--- config.mk ---
export PLATFORM = sky130hd
export DESIGN_NAME = slide_timer
export DESIGN_NICKNAME = d
export VERILOG_FILES = /design/src/rtl/slide_timer_pkg.sv /design/src/rtl/slide_timer_tick_sync.sv /design/src/rtl/slide_timer.sv
export SDC_FILE = /design/constraint.sdc
export NUM_CORES = 1
export LEC_CHECK = 0
export ABC_AREA = 0
export CORE_ASPECT_RATIO = 2
export CORE_UTILIZATION = 51
export CTS_CLUSTER_SIZE = 8
export DETAILED_ROUTE_END_ITERATION = 8
export GPL_ROUTABILITY_DRIVEN = 0
export PLACE_DENSITY = 0.79
export SETUP_SLACK_MARGIN = 0.15
export SKIP_LAST_GASP = 1
export SYNTH_ARGS = -nofsm -noshare
export SYNTH_HDL_FRONTEND = slang
export SYNTH_SLANG_ARGS = --single-unit
--- constraint.sdc ---
create_clock -name clk -period 2.8 [get_ports clk]
set_input_delay 0.42 -clock clk [delete_from_list [all_inputs] [get_ports clk]]
set_output_delay 0.42 -clock clk [all_outputs]
set_load 0.02 [all_outputs]
--- src/rtl/slide_timer_pkg.sv ---
// rtl/slide_timer_pkg.sv - shared state encoding and default widths for slide_timer
package slide_timer_pkg;

  typedef enum logic [1:0] {
    IDLE   = 2'd0,
    RUN    = 2'd1,
    PAUSED = 2'd2
  } state_t;

  localparam int DEF_CNT_W       = 8;
  localparam int DEF_SYNC_STAGES = 2;

endpackage

--- src/rtl/slide_timer_tick_sync.sv ---
// rtl/slide_timer_tick_sync.sv - synchronizer plus rising-edge detector producing one-cycle ticks
import slide_timer_pkg::*;

module tick_sync #(
  parameter int STAGES = DEF_SYNC_STAGES
) (
  input  logic clk,
  input  logic rst_n,
  input  logic d,
  output logic tick
);

  logic [STAGES-1:0] sync;
  logic              prev;

  always_ff @(posedge clk or negedge rst_n) begin
    if (!rst_n) begin
      sync <= '0;
      prev <= 1'b0;
    end else begin
      sync <= {sync[STAGES-2:0], d};
      prev <= sync[STAGES-1];
    end
  end

  // Edge taken only after the last sync flop, so a short glitch yields at most one tick.
  assign tick = sync[STAGES-1] & ~prev;

endmodule

--- src/rtl/slide_timer.sv ---
// rtl/slide_timer.sv - auto-advance slide timer with start/pause/stop/manual-advance control
import slide_timer_pkg::*;

module slide_timer #(
  parameter int CNT_W       = DEF_CNT_W,
  parameter int SYNC_STAGES = DEF_SYNC_STAGES
) (
  input  logic             clk,
  input  logic             rst_n,
  input  logic             div_clk_in,
  input  logic             start,
  input  logic             pause,
  input  logic             stop,
  input  logic             next_btn,
  input  logic [CNT_W-1:0] period,
  output logic             next_pulse,
  output logic [CNT_W-1:0] remaining,
  output logic [CNT_W-1:0] slide_cnt,
  output logic             running,
  output logic             paused
);

  localparam logic [CNT_W-1:0] ONE = CNT_W'(1);

  state_t state;
  logic   tick;
  logic   period_nz;

  tick_sync #(.STAGES(SYNC_STAGES)) u_tick_sync (
    .clk   (clk),
    .rst_n (rst_n),
    .d     (div_clk_in),
    .tick  (tick)
  );

  assign period_nz = (period != '0);

  // running/paused are assigned alongside every state change so they stay registered decodes.
  always_ff @(posedge clk or negedge rst_n) begin
    if (!rst_n) begin
      state      <= IDLE;
      next_pulse <= 1'b0;
      remaining  <= '0;
      slide_cnt  <= '0;
      running    <= 1'b0;
      paused     <= 1'b0;
    end else begin
      next_pulse <= 1'b0;
      if (stop) begin
        state     <= IDLE;
        running   <= 1'b0;
        paused    <= 1'b0;
        remaining <= '0;
        slide_cnt <= '0;
      end else begin
        case (state)
          IDLE: begin
            if (start) begin
              if (period_nz) begin
                state     <= RUN;
                running   <= 1'b1;
                paused    <= 1'b0;
                remaining <= period;
              end
            end else if (next_btn) begin
              next_pulse <= 1'b1;
              slide_cnt  <= slide_cnt + ONE;
            end
          end

          RUN: begin
            if (start) begin
              if (period_nz) remaining <= period;
            end else if (next_btn || (tick && !pause && remaining == ONE)) begin
              next_pulse <= 1'b1;
              slide_cnt  <= slide_cnt + ONE;
              remaining  <= period;
              // A zero period cannot be counted, so the slide show ends here.
              if (!period_nz) begin
                state   <= IDLE;
                running <= 1'b0;
                paused  <= 1'b0;
              end
            end else if (pause) begin
              state   <= PAUSED;
              running <= 1'b0;
              paused  <= 1'b1;
            end else if (tick && remaining > ONE) begin
              remaining <= remaining - ONE;
            end
          end

          PAUSED: begin
            if (start || pause) begin
              state   <= RUN;
              running <= 1'b1;
              paused  <= 1'b0;
            end else if (next_btn) begin
              next_pulse <= 1'b1;
              slide_cnt  <= slide_cnt + ONE;
              remaining  <= period;
              if (!period_nz) begin
                state   <= IDLE;
                running <= 1'b0;
                paused  <= 1'b0;
              end
            end
          end

          default: begin
            state     <= IDLE;
            running   <= 1'b0;
            paused    <= 1'b0;
            remaining <= '0;
          end
        endcase
      end
    end
  end

endmodule
==> results.md <==
* WS Path Type: primary input to flop
* Clk sinks at 24
* Max FO, Critical Path at 12
* FP Rows at 29
* WP data arrival at 2480 ps
* Post-CTS resize count at 0
* First-pass GRT wire length at 7640 µm
* Mux share of post-synthesis cell area at 1.85%
* Placed cells at 242
* Final ANT Viol Nets at 0
* Max-Slew Margin vs Limit at 62.2%
* Area occupied by multi-input gates at 1030 µm²
* CTS tree: built
* DRC Markers at 0
* Layout cell share with drive strength beyond 1 at 9.77%
* Clock Latency Late Sink at 280 ps
* GRT overflow at 0
* Core Region at 3160 µm²
* Dpl ws at 237 ps
* Post-CTS Repair Setup Buffers at 0
* Die H at 83.5 µm
* Fin crit share at 82.8%
* GRT Overall Usage at 27.3%
* CTS buffer count at 3
* Die width at 42.8 µm
* CP required at 2960 ps
* Power Density at 712 nW/µm²
* DR vias at 1,612
* Synth async-reset ratio at 100%
* Max-slew violations at 0
* Root Buffer: clkbuf_8
* Post-synthesis compound-gate area fraction at 25.2%
* XOR/XNOR Fraction of Synth Area at 4.14%
* Total negative slack at 0 ps
* Main synth FF type: dfrtp_1
* Worst-Margin Slew at 563 ps
* Startpoint class of the critical path: primary input
* Synth Instances at 179
* Post-synthesis sequential area ratio at 35.5%
* LEAKAGE at 0.000856 µW
* PortBufs at 33
* DP HPWL at 3440 µm
* CTS clk-pin slew, worst paths at 80 ps
* Unrepaired setup endpoints after global routing: no
* Wire length per cell at 18.0 µm
* Largest net degree at the start of global routing at 25
* Crit. End Element: flop
* Initial antenna violation count at 0
* Internal power at 872 µW
* Final Setup Violations at 0
* Area Overhead vs Synth at 25.2%
* Maximum clock frequency at 431 MHz
* Status: finished, final reports clean
* Starting Density at 53.7%
* Vias in the first global route at 1,695
* DRC marker count from the first detailed-route iteration at 88
* CTS Hold Buffers Added at 0
* Final hold violations at 0
* Synth Area in Adders at 5.17%
* Unique masters post-synth at 59
* Reg area at 601 µm²
* Layout Nets at 238
* Mean post-synth cell area at 9.46 µm²
* HP Class: flop to flop
* Design Power at 1510 µW
* Final min period at 2320 ps
* Synth Area in Simple Gates at 24.6%
* Netlist Area Pre-Place at 1690 µm²
* Vias per cell at 6.55
* Maximum VDD drop at 501 µV
* Reg power frac at 33.2%
* # diodes at 0
* Initial DRT Pass Iterations at 4
* DIE AREA at 3570 µm²
* Sw frac at 42.2%
* Post-Route WL at 4420 µm
* Max cap viols at 0
* H-tree levels at 1
* Combinational share of power at 50.7%
* Final Non-Filler Cells at 246
* EDFF count, synth at 0
* Syn Nets at 201
* Layout Skew at 5.80 ps
* CTS Buffer Depth at 2
* Largest family of logic cells by synthesized area: compound AO/OA/AOI/OAI gates
* Clk pwr share at 16.1%
* Fin util at 67.2%
* Post-synthesis register bit count at 24
* I/O pins at 34
* Reg2reg setup slack at 540 ps
* Post-route setup slack at 480 ps
* Fillers at 258
* Yosys warnings at 0
* NetSw at 638 µW
[per-layer routing]
| metal | GRT usage (%) | wire (µm) | up-vias |
|---|---|---|---|
| met5 | 0 | 0 | - |
| met4 | 21.0 | 275 | 0 |
| li1 | - | - | 743 |
| met2 | 45.7 | 2360 | 91 |
| met3 | 4.11 | 205 | 27 |
| met1 | 29.1 | 1580 | 751 |
[flip-flops by register name, summed over array words and instances, names as in the netlist]
name,count
slide_cnt,8
state,2
paused,1
u_tick_sync.prev,1
next_pulse,1
remaining,8
running,1
u_tick_sync.sync,2
[kinds of logic after synthesis]
group	count (synthesis)
buffers and inverters	14
multiplexers	3
AO/OA/AOI/OAI	54
adder cells (fa/ha/maj)	7
XOR/XNOR	8
flip-flops	24
AND/OR/NAND/NOR	69
[per-stage QoR]
| step | hold WS (ps) | instance area, µm² |
|---|---|---|
| 3_3_place_gp | 333 | 2070 |
| 3_5_place_dp | 353 | 2070 |
| 4_1_cts | 373 | 2120 |
| 2_1_floorplan | 124 | 1690 |
| 5_1_grt | 378 | 2120 |
| 6_report | 366 | 2120 |
[worst max-delay path: stages]
cell and delay [ps]:
clkdlybuf4s50_1 590, nand2b_1 300, o21ai_1 260, a41oi_2 220, a31o_2 300, a221o_2 390
[synth_stat cells, drive strengths merged (3+ instances only)]
master	n	share of area, %
o211ai	3	2.1
dfrtp	24	35
ha	7	5.2
or4	3	1.3
o2bb2ai	3	1.6
nand3	3	0.89
o21ai	13	3.8
inv	9	2.0
clkbuf	3	0.66
nor2	13	2.9
nor3	4	1.2
a221o	4	2.4
or2	3	1.1
nand2	13	2.9
a21oi	7	2.1
or3	3	1.1
nor2b	6	2.2
nand2b	5	1.8
xor2	6	3.1
o2111ai	3	1.6
[cell usage in the layout (no fill, tap or decap), drive strengths merged, types with 6 or more instances in the layout]
cell type       n
dfrtp          24
nor2           13
nand2          13
nor2b           6
xor2            6
a21oi           7
o21ai          13
clkdlybuf4s50  33
inv             9
ha              7
[power by group through the flow]
stage                     Clock, µW  Combinational [µW]  Sequential, µW
final                           244                 765             501
after global routing            261                 830             511
after CTS                       245                 759             498
after detailed placement          0                 758             504
after global placement            0                 744             499
after floorplan                   0                 444             544
[final timing paths]
check / from / to / cells after the start
max: start / remaining[2] / 6
min: u_tick_sync.sync[0] / u_tick_sync.sync[1] / 0
max reg2reg: remaining[1] / remaining[2] / 7
min reg2reg: u_tick_sync.sync[0] / u_tick_sync.sync[1] / 0
max in group asynchronous: rst_n / remaining[2] / 2
min in group asynchronous: rst_n / slide_cnt[4] / 2
[final cells by class]
| type | count | share of cell area (%) |
|---|---|---|
| Multi-Input combinational cell | 141 | 48.7 |
| Sequential cell | 24 | 28.3 |
| Timing Repair Buffer | 37 | 17.0 |
| Clock buffer | 4 | 2.60 |
| Tap cell | 31 | 1.83 |
| Inverter | 9 | 1.59 |
(Power assumes the default switching activity.)
